[src/rtl/feynman_pkg.sv]
// Purpose : shared constants and types for the Feynman (CNOT) stream decoder.
// Latency : n/a (package only).
// Backpressure: n/a (package only).
package feynman_pkg;

  localparam int DEF_WIDTH = 8;
  localparam int DEF_CNT_W = 16;

  // Occupancy of the 2-entry elastic buffer.
  typedef enum logic [1:0] {
    EMPTY = 2'd0,
    ONE   = 2'd1,
    FULL  = 2'd2
  } occ_t;

  // Decoded operand pair at the default word width.
  typedef struct packed {
    logic [DEF_WIDTH-1:0] a;
    logic [DEF_WIDTH-1:0] b;
  } pair_t;

endpackage

[src/rtl/feynman_dec_fifo2.sv]
// Purpose : 2-entry in-order FIFO holding decoded (a, b) pairs.
// Latency : a push into an empty FIFO is visible at the head one edge later.
// Backpressure: full/empty come from registered occupancy only. A push while
//               full and a pop while empty are ignored.
// Ports   : clk, rst (sync, active-high); push/din_a/din_b write side;
//           pop/dout_a/dout_b read side (head entry); full, empty status.
module feynman_dec_fifo2
  import feynman_pkg::*;
#(
  parameter int WIDTH = DEF_WIDTH
) (
  input  logic             clk,
  input  logic             rst,
  input  logic             push,
  input  logic [WIDTH-1:0] din_a,
  input  logic [WIDTH-1:0] din_b,
  input  logic             pop,
  output logic [WIDTH-1:0] dout_a,
  output logic [WIDTH-1:0] dout_b,
  output logic             full,
  output logic             empty
);

  occ_t             state;
  logic [WIDTH-1:0] head_a, head_b;
  logic [WIDTH-1:0] tail_a, tail_b;
  logic             push_ok, pop_ok;

  assign full    = (state == FULL);
  assign empty   = (state == EMPTY);
  assign push_ok = push && !full;
  assign pop_ok  = pop && !empty;
  assign dout_a  = head_a;
  assign dout_b  = head_b;

  // The head register always feeds the outputs. The tail holds the second
  // word only while FULL and shifts into the head on the next pop.
  always_ff @(posedge clk) begin
    if (rst) begin
      state  <= EMPTY;
      head_a <= '0;
      head_b <= '0;
      tail_a <= '0;
      tail_b <= '0;
    end else begin
      case (state)
        EMPTY: begin
          if (push_ok) begin
            head_a <= din_a;
            head_b <= din_b;
            state  <= ONE;
          end
        end
        ONE: begin
          if (push_ok && pop_ok) begin
            // The old head leaves, and the new word replaces it directly.
            head_a <= din_a;
            head_b <= din_b;
          end else if (push_ok) begin
            tail_a <= din_a;
            tail_b <= din_b;
            state  <= FULL;
          end else if (pop_ok) begin
            state <= EMPTY;
          end
        end
        FULL: begin
          if (pop_ok) begin
            head_a <= tail_a;
            head_b <= tail_b;
            state  <= ONE;
          end
        end
        default: state <= EMPTY;
      endcase
    end
  end

endmodule

[src/rtl/feynman_stream_decoder.sv]
// Purpose : recovers A = P and B = P ^ Q from Feynman-encoded pairs, buffers
//           them in a 2-deep elastic FIFO and counts delivered words.
// Latency : one cycle from input handshake to out_valid when the FIFO is empty;
//           sustains one pair per cycle.
// Backpressure: in_ready drops only when both entries are held. It depends on
//               registered state alone, so out_ready has no combinational path
//               to in_ready.
// Ports   : clk, rst (sync, active-high); in_valid/in_ready/in_p/in_q input
//           stream; out_valid/out_ready/out_a/out_b output stream; word_count.
//           Optional macro FEYNMAN_DEC_PARITY_EN adds in_par (even parity over
//           {in_p, in_q}) and the sticky par_err flag.
module feynman_stream_decoder
  import feynman_pkg::*;
#(
  parameter int WIDTH = DEF_WIDTH,
  parameter int CNT_W = DEF_CNT_W
) (
  input  logic             clk,
  input  logic             rst,
  input  logic             in_valid,
  output logic             in_ready,
  input  logic [WIDTH-1:0] in_p,
  input  logic [WIDTH-1:0] in_q,
`ifdef FEYNMAN_DEC_PARITY_EN
  input  logic             in_par,
  output logic             par_err,
`endif
  output logic             out_valid,
  input  logic             out_ready,
  output logic [WIDTH-1:0] out_a,
  output logic [WIDTH-1:0] out_b,
  output logic [CNT_W-1:0] word_count
);

  logic             push, pop;
  logic             fifo_full, fifo_empty;
  logic [WIDTH-1:0] dec_a, dec_b;

  assign in_ready  = !fifo_full;
  assign out_valid = !fifo_empty;
  assign push      = in_valid && in_ready;
  assign pop       = out_valid && out_ready;

  // The pair is decoded before storage so the FIFO holds operands directly.
  assign dec_a = in_p;
  assign dec_b = in_p ^ in_q;

  feynman_dec_fifo2 #(
    .WIDTH(WIDTH)
  ) u_fifo (
    .clk   (clk),
    .rst   (rst),
    .push  (push),
    .din_a (dec_a),
    .din_b (dec_b),
    .pop   (pop),
    .dout_a(out_a),
    .dout_b(out_b),
    .full  (fifo_full),
    .empty (fifo_empty)
  );

  // The count wraps naturally at 2^CNT_W.
  always_ff @(posedge clk) begin
    if (rst) begin
      word_count <= '0;
    end else if (pop) begin
      word_count <= word_count + CNT_W'(1);
    end
  end

`ifdef FEYNMAN_DEC_PARITY_EN
  // Even parity: the XOR of P, Q and the parity bit must be zero. The word is
  // forwarded unchanged, and only the flag records the error.
  always_ff @(posedge clk) begin
    if (rst) begin
      par_err <= 1'b0;
    end else if (push && (^{in_p, in_q, in_par})) begin
      par_err <= 1'b1;
    end
  end
`endif

endmodule

[config.mk]
export PLATFORM = sky130hd
export DESIGN_NAME = feynman_stream_decoder
export DESIGN_NICKNAME = d
export VERILOG_FILES = /design/src/rtl/feynman_pkg.sv /design/src/rtl/feynman_dec_fifo2.sv /design/src/rtl/feynman_stream_decoder.sv
export SDC_FILE = /design/constraint.sdc
export NUM_CORES = 1
export LEC_CHECK = 0
export CAP_MARGIN = 20
export CORE_ASPECT_RATIO = 1.4
export CORE_UTILIZATION = 35
export DETAILED_ROUTE_END_ITERATION = 16
export HOLD_SLACK_MARGIN = 0.12
export SLEW_MARGIN = 10
export SYNTH_ARGS = -nofsm -noshare
export SYNTH_HDL_FRONTEND = slang
export SYNTH_SLANG_ARGS = --single-unit
[constraint.sdc]
create_clock -name clk -period 4.4 [get_ports clk]
set_input_delay 0.44 -clock clk [delete_from_list [all_inputs] [get_ports clk]]
set_output_delay 0.44 -clock clk [all_outputs]
set_load 0.02 [all_outputs]
==> flow_summary_export.csv, run 1 <==
group,metric,value,unit
synthesis,syn_area_per_cell,8.84,um^2
layout,fin_util,46.9,%
floorplan,die_h,96.4,um
synthesis,ys_types,39,
layout,diodes,0,
layout,drive_gt1_share,6.00,%
critical_path,worstPathRequired,3960,ps
timing,final-setup-viol-count,0,
global_routing,grt_pass1_wl,8070,um
synthesis,yosys-top-cells-count,"dfxtp_1, nand2_1, nor2_1",
drt,drc,0,
synthesis,syn_area,0.00223,mm^2
timing,min_period,2090,ps
run,max_cap_viol_count,0,
pwr,vdd_drop_max,0.119,mV
global_routing,antenna_found_initial,0,
timing,max_freq,477,MHz
clocking,htreeDepth,2,
timing,finalSetupTns,0,ps
timing,finalCritPeriodShare,47.6,%
layout,synthToLayoutAreaGrowth,29.8,%
floorplan,die_w,69.4,um
synthesis,synthFlopType,"dfxtp_1",
drt,dr.pass1.iters,4,
placed_design,portBuffers,53,
synthesis,yosys-top-cells-area,"dfxtp_1, xnor2_1, nand2_1, a211oi_1, nor2_1",
global_routing,overflow,0,
clocking,cts_setup_buffers,0,
timing,maxSlewViolCount,0,
synthesis,synthDominantCellAreaShare,44.9,%
clocking,cts_buffer_depth,2,
clocking,cts-root-buf,"clkbuf_8",
placed_design,gp_congestion,0.719,
drt,first_iter_violations,130,
critical_path,crit_family,"buffers and inverters",
clocking,hold_buffers,0,
timing,fin_skew,9.25,ps
critical_path,critPathArrivalTime,1650,ps
synthesis,synth_fp_nets,273,
synthesis,yosysWarnings,0,
hold_path,hold_path_class,"flip-flop to flip-flop",
critical_path,startpoint_type,"flip-flop",
synthesis,synth_edf_count,0,
synthesis,ys_ff_latch,50,
critical_path,path_cells,"nand2b_1 -> clkdlybuf4s50_1",
timing,worst_pin_slew,956,ps
run_status,status,"finished, final reports clean",
drt,via_count,1897,
synthesis,synthCells,252,
synthesis,yosysSeqAreaShare,44.9,%
drt,post_drt_wl_per_cell,12.9,um
synthesis,async_flop_share,0,%
timing,hold_violations,0,
clocking,cts_buffers,5,
drt,wl,4800,um
clocking,cts_tree,"built",
floorplan,start_util,36.1,%
critical_path,max_stage_delay,630,ps
synthesis,synth_top_area_cell,"dfxtp_1",
placed_design,dpl.hpwl,3180,um
critical_path,timing.critical_path.fanout_max,10,
layout,nNetsFinal,320,
clocking,clk_pin_slew_worst_paths,90,ps
floorplan,fp.coreArea,0.00617,mm^2
synthesis,synth_most_common_cell,"dfxtp_1",
pwr,leakage,1.05,nW
timing,rsz0062_at_grt,"false",
critical_path,crit_type,"flip-flop to output pin",
floorplan,pin_count,54,
floorplan,fp-row-count,34,
critical_path,cp_num_buf_inv,1,
global_routing,grt_pass1_vias,1758,
clocking,clock_latency,300,ps
global_routing,track_usage,15.1,%
critical_path,cp_slowest_cell,"clkdlybuf4s50_1",
drt,routed_via_density,5.10,
floorplan,die_area,0.00669,mm^2
critical_path,cp-end-kind,"output pin",
global_routing,grt_max_degree,54,
drt,ant_nets,0,
pwr,p_per_area,354,mW/mm^2
clocking,cts_resized,0,
clocking,cts_sinks,50,
timing,slew_headroom,36.3,%
[worst reg2reg max path: cells and delay by family, from the launching register on]
kind / cells / cell delay, ps
AOI/OAI and AO/OA: 1 / 140
and+or+nand+nor: 3 / 990
DFF: 1 / 490
[cell usage in the layout, fill, tap and decap left out, types with 4 or more instances in the layout]
cell type,synthesis,routed
o211ai_1,8,8
clkdlybuf4s50_1,0,52
clkbuf_8,5,6
dfxtp_1,50,50
nor2_1,34,34
nor3_1,5,5
nand2_1,37,37
mux2i_1,10,10
a21oi_1,20,20
a211oi_1,17,17
xnor2_1,16,16
nand2b_1,4,4
[registers in the layout, summed over array words and instances, names as in the netlist]
register and flops:
word_count 16, u_fifo.dout_a 8, u_fifo.dout_b 8, u_fifo.tail_a 8
u_fifo.tail_b 8, u_fifo.state 2
[cell families (layout without fill, tap and decap cells)]
group | count (synthesis) | in the layout | synth area share, %
muxes | 11 | 11 | 5.00
AOI/OAI and AO/OA | 56 | 56 | 17.0
buffers and inverters | 19 | 67 | 5.73
xor gates and xnor gates | 18 | 18 | 7.07
DFF | 50 | 50 | 44.9
and+or+nand+nor | 97 | 97 | 19.8
adders and majority gates | 1 | 1 | 0.561
[per-stage QoR]
| stage | power, mW | worst slack [ps] | instances | instance area [um^2] | hold WS [ps] |
|---|---|---|---|---|---|
| after floorplan | 0.584 | 2710 | 252 | 2230 | 433 |
| after global placement | 0.642 | 2240 | 364 | 2750 | 439 |
| after detailed placement | 0.643 | 2200 | 364 | 2750 | 445 |
| after CTS | 1.04 | 2280 | 372 | 2890 | 457 |
| after global routing | 1.07 | 2230 | 372 | 2890 | 478 |
| final | 1.02 | 2310 | 372 | 2890 | 454 |
[routing by layer]
layer	share of wire (%)	track usage, %	routed length (um)
met1	43	16.6	2090
met2	50	27.9	2400
met4	1.8	7.14	85
met3	4.7	2.90	228
met5	0	0	0
[report_power, final]
part | switching (mW) | internal [mW] | leakage [nW]
logic | 0.0744 | 0.0701 | 0.570
clock network | 0.151 | 0.242 | 0.0714
registers | 0.0134 | 0.473 | 0.407
total | 0.239 | 0.785 | 1.05
[final cells by class]
type / instances / area, um^2
Fill cell: 606 / 3280
Multi-Input combinational cell: 183 / 1100
Sequential cell: 50 / 1000
Timing Repair Buffer: 56 / 548
Clock inverter: 2 / 60.1
Tap cell: 72 / 90.1
Inverter: 3 / 11.3
Clock buffer: 6 / 82.6
[path summary, 6_finish.rpt]
kind	start	endpoint	slack (ps)	cells past startpoint
setup reg to reg	word_count[5]	word_count[14]	2710	4
hold reg to reg	u_fifo.dout_b[3]	u_fifo.dout_b[3]	450	2
setup / recovery	u_fifo.state[0]	in_ready	2310	2
hold / removal	u_fifo.dout_b[3]	u_fifo.dout_b[3]	450	2
No activity file was read; power rests on OpenSTA's default activity.
==> run 2: changes to the inputs <==
Clock period 4.4 ns to 2.1 ns, I/O delays scaled along.
==> run 2 against run 1 <==
Worst hold slack got worse by 81 ps. Clock skew decreased by 4.9 ps. Largest cell class unchanged. First-iteration DRC count decreased by 3.8%. Critical path type unchanged. Cell count increased by 1.1%.
==> flow_summary_export.csv, run 2 (synthesized netlist as in run 1, its figures left out) <==
group,metric,value,unit
critical_path,cp_slowest_cell,"clkdlybuf4s50_1",
layout,final_cell_mix,"clkdlybuf4s50_1, dfxtp_1, nand2_1",
global_routing,antenna_found_initial,0,
clocking,cts_sinks,50,
critical_path,reg2reg_depth,4,
placed_design,dpl.hpwl,3280,um
layout,synthToLayoutAreaGrowth,32.3,%
clocking,cts_buffers,5,
drt,dr.pass1.iters,4,
global_routing,grt_pass1_wl,7910,um
drt,routed_via_density,4.95,
drt,post_drt_wl_per_cell,12.5,um
floorplan,die_area,0.00669,mm^2
timing,slew_headroom,58.3,%
layout,diodes,0,
global_routing,grt_pass1_vias,1719,
timing,max_freq,542,MHz
placed_design,gp_congestion,0.751,
critical_path,critPathArrivalTime,1640,ps
floorplan,start_util,36.1,%
layout,fin_cells,376,
pwr,pwr-share-comb,14.5,%
pwr,internal_power,1.65,mW
timing,min_period,1850,ps
critical_path,crit_type,"flip-flop to output pin",
pwr,pwr-share-seq,47.3,%
layout,nNetsFinal,324,
critical_path,cp-end-kind,"output pin",
timing,setup_ws,254,ps
clocking,cts_resized,0,
drt,via_count,1860,
floorplan,fp-row-count,34,
critical_path,crit_family,"buffers and inverters",
layout,final_common_cell,"clkdlybuf4s50_1",
timing,final-setup-viol-count,0,
clocking,cts_buffer_depth,2,
run_status,status,"finished, final reports clean",
clocking,hold_buffers,0,
layout,fin_util,47.8,%
clocking,clk_pin_slew_worst_paths,90,ps
floorplan,die_h,96.4,um
hold_path,hold_path_class,"input pin to flip-flop",
placed_design,dp_slack,247,ps
pwr,vdd_drop_max,0.400,mV
critical_path,path_cells,"nand2b_1 -> clkdlybuf4s50_1",
layout,regMostFlops,"word_count",
timing,finalSetupTns,0,ps
global_routing,overflow,0,
global_routing,grt_max_degree,31,
floorplan,fp.coreArea,0.00617,mm^2
run,max_cap_viol_count,0,
clocking,htreeDepth,2,
placed_design,dp_cells,368,
layout,largest_register_ffs,16,
timing,fin_skew,4.31,ps
clocking,cts-root-buf,"clkbuf_8",
critical_path,reg2reg_to,"word_count[11]",
hold_path,hold_end,"word_count[7]",
drt,drc,0,
critical_path,cp_num_buf_inv,1,
hold_path,hp-start,"rst",
clocking,clock_latency,300,ps
critical_path,startpoint_type,"flip-flop",
drt,ant_nets,0,
placed_design,portBuffers,53,
critical_path,max_stage_delay,620,ps
floorplan,pin_count,54,
critical_path,ff2ff_setup_slack,440,ps
pwr,pwr-share-clk,38.1,%
critical_path,r2r-start,"u_fifo.state[1]",
pwr,leakage,1.08,nW
critical_path,worstPathRequired,1890,ps
timing,maxSlewViolCount,0,
global_routing,track_usage,14.7,%
pwr,netSwitchingFraction,23.1,%
timing,worst_pin_slew,624,ps
pwr,p_total,2.15,mW
clocking,cts_tree,"built",
floorplan,die_w,69.4,um
timing,rsz0062_at_grt,"false",
hold_path,holdPathStages,2,
clocking,cts_setup_buffers,0,
timing,hold_violations,0,
layout,drive_gt1_share,7.24,%
timing,finalCritPeriodShare,87.9,%
pwr,switching_power,496,uW
critical_path,timing.critical_path.fanout_max,10,
drt,first_iter_violations,125,
drt,wl,4690,um
pwr,p_per_area,729,mW/mm^2
==> run 2: through the flow <==
stage,area [um^2],hold WS (ps)
2_1_floorplan,2230,343
3_3_place_gp,2810,438
3_5_place_dp,2810,445
4_1_cts,2950,375
5_1_grt,2950,400
6_report,2950,372
==> run 2: worst max-delay path by stage <==
stage / startpoint / endpoint / depth (start not counted)
floorplan: word_count[5] / word_count[14] / 4
detailed placement: out_ready / u_fifo.dout_b[0] / 6
global placement: out_ready / u_fifo.dout_b[6] / 6
CTS: u_fifo.state[0] / in_ready / 2
finish: u_fifo.state[0] / in_ready / 2
global route: u_fifo.state[0] / in_ready / 2
==> run 2: metal layers <==
layer / vias up / routed length (um) / GRT usage [%]
met1: 838 / 2070 / 17.2
met4: 0 / 91 / 7.31
met5: - / 0 / 0
li1: 976 / - / -
met3: 5 / 171 / 2.39
met2: 41 / 2360 / 26.3
==> run 2: final cells by class <==
cell class,instances,area (um^2)
multi-input cells,183,1100
repair buffers,60,603
fillers,584,3220
inverters,3,11.3
well taps,72,90.1
clock buffers,6,82.6
clock inverters,2,60.1
flip-flops and latches,50,1000
==> run 2: worst register-to-register path, cell delays in order (launching register included) <==
cell	delay [ps]
dfxtp_1	520
o2111ai_1	310
nor4_1	400
a21oi_1	110
a31o_2	210
==> run 2: power by group through the flow <==
stage	clock network, mW	registers [mW]	logic (mW)
floorplan	0	1.07	0.155
global placement	0	1.04	0.314
detailed placement	0	1.04	0.316
CTS	0.854	1.02	0.318
global route	0.892	1.03	0.338
finish	0.820	1.02	0.312
==> run 3: changes to the inputs <==
Settings changed: SLEW_MARGIN 10 to 0.
Clock period 2.1 ns to 1.6 ns, I/O delays scaled along.
==> run 3 against run 2 <==
Total power up 24%. Critical path depth unchanged. Clock power up 8.9%. Via count up 3.3%. Routed wire length is 3.3% higher. Worst hold slack worse by 180 ps. Sequential cell count stayed put. Final area up 5.1%. Cell count rose by 5.3%. Combinational power up 40%. Largest cell class unchanged.
==> flow_summary_export.csv, run 3 (synthesized netlist as in run 1, its figures left out) <==
group,metric,value,unit
timing,holdWs,197,ps
placed_design,gp_congestion,0.769,
critical_path,cp_num_buf_inv,2,
timing,finalCritPeriodShare,96.3,%
clocking,cts-root-buf,"clkbuf_8",
layout,regMostFlops,"word_count",
pwr,vdd_drop_max,0.476,mV
layout,largest_register_ffs,16,
clocking,cts_setup_buffers,0,
drt,wl,4850,um
pwr,netSwitchingFraction,25.4,%
timing,worst_pin_slew,383,ps
floorplan,die_w,69.4,um
critical_path,ff2ff_setup_slack,120,ps
layout,multi_input_area,0.00111,mm^2
global_routing,antenna_found_initial,0,
critical_path,r2r-start,"word_count[7]",
layout,final_common_cell,"clkdlybuf4s50_1",
timing,rsz0062_at_grt,"false",
critical_path,cp_slowest_cell,"clkdlybuf4s50_1",
global_routing,grt_max_degree,25,
run_status,status,"finished, final reports clean",
timing,slew_headroom,74.2,%
critical_path,max_stage_delay,600,ps
pwr,p_per_area,859,mW/mm^2
floorplan,fp.coreArea,0.00617,mm^2
layout,nNetsFinal,344,
critical_path,timing.critical_path.fanout_max,4,
timing,final-setup-viol-count,0,
drt,ant_nets,0,
layout,seqCellArea,0.00101,mm^2
hold_path,hold_path_class,"input pin to flip-flop",
timing,hold_violations,0,
clocking,clk_pin_slew_worst_paths,80,ps
drt,first_iter_violations,177,
critical_path,reg2reg_to,"word_count[14]",
layout,final_cell_mix,"clkdlybuf4s50_1, dfxtp_1, nand2_1",
placed_design,portBuffers,53,
critical_path,crit_type,"flip-flop to output pin",
clocking,htreeDepth,2,
clocking,cts_buffer_depth,2,
global_routing,overflow,0,
floorplan,die_h,96.4,um
placed_design,dpl.hpwl,3470,um
pwr,pwr-share-clk,33.5,%
critical_path,path_cells,"buf_4 -> clkdlybuf4s50_1",
timing,max_freq,649,MHz
critical_path,crit_path_start,"word_count[6]",
global_routing,grt_pass1_vias,1698,
layout,drive_gt1_share,15.7,%
run,max_cap_viol_count,0,
pwr,leakage,1.25,nW
layout,synthToLayoutAreaGrowth,39.0,%
floorplan,fp-row-count,34,
critical_path,reg2reg_depth,4,
drt,post_drt_wl_per_cell,12.2,um
pwr,pwr-share-comb,16.4,%
timing,fin_skew,11.5,ps
critical_path,crit_family,"buffers and inverters",
clocking,clock_latency,300,ps
critical_path,crit_end,"word_count[6]",
pwr,switching_power,676,uW
critical_path,startpoint_type,"flip-flop",
pwr,internal_power,1.99,mW
layout,n_fill_cell,585,
global_routing,grt_pass1_wl,7860,um
global_routing,track_usage,14.6,%
pwr,pwr-share-seq,50.1,%
critical_path,cp-end-kind,"output pin",
critical_path,worst-path-stages,2,
clocking,cts_buffers,5,
floorplan,die_area,0.00669,mm^2
drt,drc,0,
layout,diodes,0,
drt,via_count,1921,
timing,min_period,1540,ps
clocking,cts_sinks,50,
floorplan,pin_count,54,
timing,maxSlewViolCount,0,
timing,finalSetupTns,0,ps
critical_path,worstPathRequired,1440,ps
clocking,cts_tree,"built",
critical_path,critPathArrivalTime,1380,ps
drt,dr.pass1.iters,4,
drt,routed_via_density,4.85,
floorplan,start_util,36.1,%
## run 3: changes by cell type in the layout (fill, tap and decap cells not counted), moves of 2 or more
cell and change:
buf_4 +20, clkdlybuf4s50_1 -7, dfxtp_1 -7, dfxtp_2 +7, dlymetal6s2s_1 +5, clkinvlp_4 +2
## run 3: worst min-delay path by stage
| stage | from | to | slack, ps | cells past startpoint |
|---|---|---|---|---|
| floorplan | in_p[7] | u_fifo.tail_a[7] | 290 | 2 |
| global placement | u_fifo.dout_b[7] | u_fifo.dout_b[7] | 440 | 2 |
| detailed placement | u_fifo.dout_b[3] | u_fifo.dout_b[3] | 450 | 2 |
| CTS | rst | word_count[12] | 200 | 2 |
| global route | rst | word_count[12] | 200 | 2 |
| finish | rst | word_count[8] | 200 | 2 |
## run 3: metrics by stage
stage | area, um^2 | cells | power, mW | worst slack, ps | util (%)
after floorplan | 2230 | 252 | 1.61 | 8.09 | -
after global placement | 2970 | 388 | 1.80 | -198 | 48.1
after detailed placement | 2970 | 388 | 1.80 | -289 | 48.1
after CTS | 3080 | 396 | 2.70 | 7.56 | 49.9
after global routing | 3100 | 396 | 2.79 | 3.24 | 50.2
final | 3100 | 396 | 2.66 | 59.7 | 50.2
## run 3: cell type report
type | instances | area share [%]
clock buffers | 5 | 2.22
clock inverters | 3 | 1.45
inverters | 3 | 0.364
multi-input cells | 183 | 35.8
flip-flops and latches | 50 | 32.6
well taps | 72 | 2.91
repair buffers | 80 | 24.7
## run 3: worst register-to-register path, stage by stage (launching register included)
cell,delay [ps]
dfxtp_2,390
nand4_4,110
or3_1,390
or4_1,400
a21oi_1,140
## run 3: power groups by stage
stage / clock network, mW / logic [mW] / registers, mW
3_3_place_gp: 0 / 0.436 / 1.36
6_report: 0.893 / 0.436 / 1.33
2_1_floorplan: 0 / 0.203 / 1.40
5_1_grt: 0.971 / 0.473 / 1.34
4_1_cts: 0.929 / 0.440 / 1.33
3_5_place_dp: 0 / 0.441 / 1.36
## run 3: timing repair
item,in CTS,in global routing
hold buffers,0,0
setup endpoints to repair,2,16
pin swaps,0,0
gates resized for setup,3,8
## run 3: metal layers
metal	GRT usage (%)	share of wire [%]	vias to the layer above
li1	-	-	1014
met1	17.7	45	864
met2	25.6	50	38
met3	3.42	4.4	5
met4	4.59	0.91	0
met5	0	0	-
==> RTL change, RTL diff (config.mk and constraints of run 2) <==
Set the package constant `DEF_WIDTH` to 10 (it was 8).
--- a/src/rtl/feynman_pkg.sv
+++ b/src/rtl/feynman_pkg.sv
@@ -5,3 +5,3 @@
 
-  localparam int DEF_WIDTH = 8;
+  localparam int DEF_WIDTH = 10;
   localparam int DEF_CNT_W = 16;
Interface: changed (resized in_p, in_q, out_a and out_b); port bits go from 54 to 62. The function was not compared with the original's and may differ.
==> RTL change against run 2 <==
  * Sequential cell count grew 8
  * Setup slack lost 55 ps
  * Power increased by 22%
  * Hold slack worse by 100 ps
  * Count of clock-buffer cells in the layout up 6
  * Routed wire length is 27% higher
  * Area after synthesis up 14%
  * Highest routed layer unchanged
  * Cell area rose by 18%
  * Sequential share of layout area is 0.50 points lower
==> RTL change: results (changes against run 2) <==
| Metric | Value |
|---|---|
| WL/cell | `13.35 um (+7.0%)` |
| Mapped Nets | `313 (+15%)` |
| Asr flop ratio synth | `0 (unchanged)` |
| Worst EP arrival | `1690 ps (+50 ps)` |
| CTS clk-pin slew, worst paths | `60 ps (-30 ps)` |
| Net Switching | `0.6673 mW (+34%)` |
| Status | `finished, final reports clean` |
| Leak Pwr | `1.274 nW (+18%)` |
| Fillers | `690 (+18%)` |
| Crit-path max FO | `11 (+1)` |
| Final #Nets | `373 (+15%)` |
| Via density | `4.848 (-2.0%)` |
| PortBufs | `61 (+15%)` |
| Final worst clock skew | `5.588 ps (+1.282 ps)` |
| Met2 wire length | `3024 um (+28%)` |
| GRT Util Overall | `0.1731 (+0.02570)` |
| Share of cells above drive strength 1 | `0.1020 (+0.02961)` |
| R2R Path Start | `word_count[7]` |
| Routability cong. | `0.7514 (about the same)` |
| H-tree lvl count | `3 (+1)` |
| First-iteration detailed-routing DRC count | `75 (-40%)` |
| Synth unique cells | `37 (-5.1%)` |
| WL met3 | `299 um (+75%)` |
| Worst reg2reg setup slack | `550 ps (+110 ps)` |
| Vias in the first global route | `2082 (+21%)` |
| Peak VDD IR | `0.5289 mV (+32%)` |
| Worst Hold End | `word_count[12]` |
| Metal-1 WL | `2544 um (+23%)` |
| Largest net degree at the start of global routing | `42 (+35%)` |
| Number of buffers created by CTS | `9 (+4)` |
| CP Launch Point | `u_fifo.state[1]` |
| First-pass GRT wire length | `9770 um (+23%)` |
| Most frequent cells after synthesis | `dfxtp_1 (58), nand2_1 (48), nor2_1 (36)` |
| Clk_lat worst skew | `330 ps (+30 ps)` |
| Register area share after synthesis | `0.4574 (+0.008182)` |
| Slew margin rel. | `0.7234 (+0.1406)` |
| Dpl hpwl | `4183 um (+28%)` |
| Reg with most FFs | `word_count` |
| R2R Path End | `word_count[13]` |
| Area contributors post-synth | `dfxtp_1 (46%), nand2_1 (7.1%), xnor2_1 (6.9%)` |
==> RTL change: changes by cell type after synthesis, moves of 3 or more <==
| cell | delta |
|---|---|
| xnor2_1 | +4 |
| nand2_1 | +11 |
| nor2b_1 | -3 |
| clkbuf_8 | -5 |
| dfxtp_1 | +8 |
| buf_2 | +3 |
| a211oi_1 | +4 |
| buf_4 | +3 |
| clkbuf_1 | +3 |
| a21oi_1 | +3 |
==> RTL change: cells by family (layout without fill, tap and decap cells) <==
kind of cell | after synthesis | count (layout) | share of synthesized area
AO/OA/AOI/OAI | 64 | 64 | 0.1730
XOR/XNOR | 23 | 23 | 0.07935
adder cells (fa/ha/maj) | 1 | 1 | 0.004928
buffers and inverters | 24 | 89 | 0.04386
flip-flops | 58 | 58 | 0.4574
multiplexers | 11 | 11 | 0.04337
AND/OR/NAND/NOR | 107 | 107 | 0.1981
==> RTL change: area by class of cell <==
| type | instances | area (um2) | area share |
|---|---|---|---|
| Sequential cell | 58 | 1162 | 0.3345 |
| Tap cell | 95 | 118.9 | 0.03421 |
| Clock inverter | 4 | 50.05 | 0.01440 |
| Clock buffer | 12 | 155.1 | 0.04465 |
| Inverter | 4 | 15.01 | 0.004321 |
| Multi-Input combinational cell | 206 | 1270 | 0.3655 |
| Timing Repair Buffer | 69 | 703.2 | 0.2024 |
==> RTL change: layer usage <==
layer	up-vias	track usage
met5	-	0
met2	50	0.2979
met4	0	0.08876
met1	997	0.1903
li1	1116	-
met3	9	0.05083
==> RTL change: worst max-delay path by stage <==
stage	end	slack, ps	depth (start not counted)
after floorplan	word_count[13]	560	4
after global placement	u_fifo.dout_b[4]	370	6
after detailed placement	u_fifo.tail_b[4]	300	7
after CTS	in_ready	50	2
after global routing	in_ready	120	2
final	in_ready	200	2
==> RTL change: per-stage QoR <==
step / area [um2] / total power, mW / setup WS [ps] / instances / hold slack [ps]
floorplan: 2539 / 1.425 / 559.6 / 288 / 346.0
global placement: 3268 / 1.605 / 370.8 / 432 / 438.6
detailed placement: 3268 / 1.609 / 302.4 / 432 / 445.4
CTS: 3473 / 2.656 / 48.06 / 448 / 260.2
global route: 3475 / 2.737 / 123.3 / 448 / 295.1
finish: 3475 / 2.623 / 199.3 / 448 / 271.1
==> RTL change: critical path, stage by stage (launching register included) <==
cell and delay (ps):
dfxtp_2 380, nand2b_1 300, clkdlybuf4s50_1 670
==> RTL change: power groups by stage <==
stage                     Sequential (mW)  Clock, mW  Combinational (mW)
after CTS                            1.18       1.07               0.403
after global placement               1.21          0               0.398
after floorplan                      1.25          0               0.179
final                                1.18       1.05               0.396
after detailed placement             1.21          0               0.401
after global routing                 1.19       1.11               0.435
==> RTL change: what timing repair did <==
action,4_1_cts,5_1_grt
resized for setup,0,1
buffers inserted,0,0
endpoints found under the setup margin,0,1
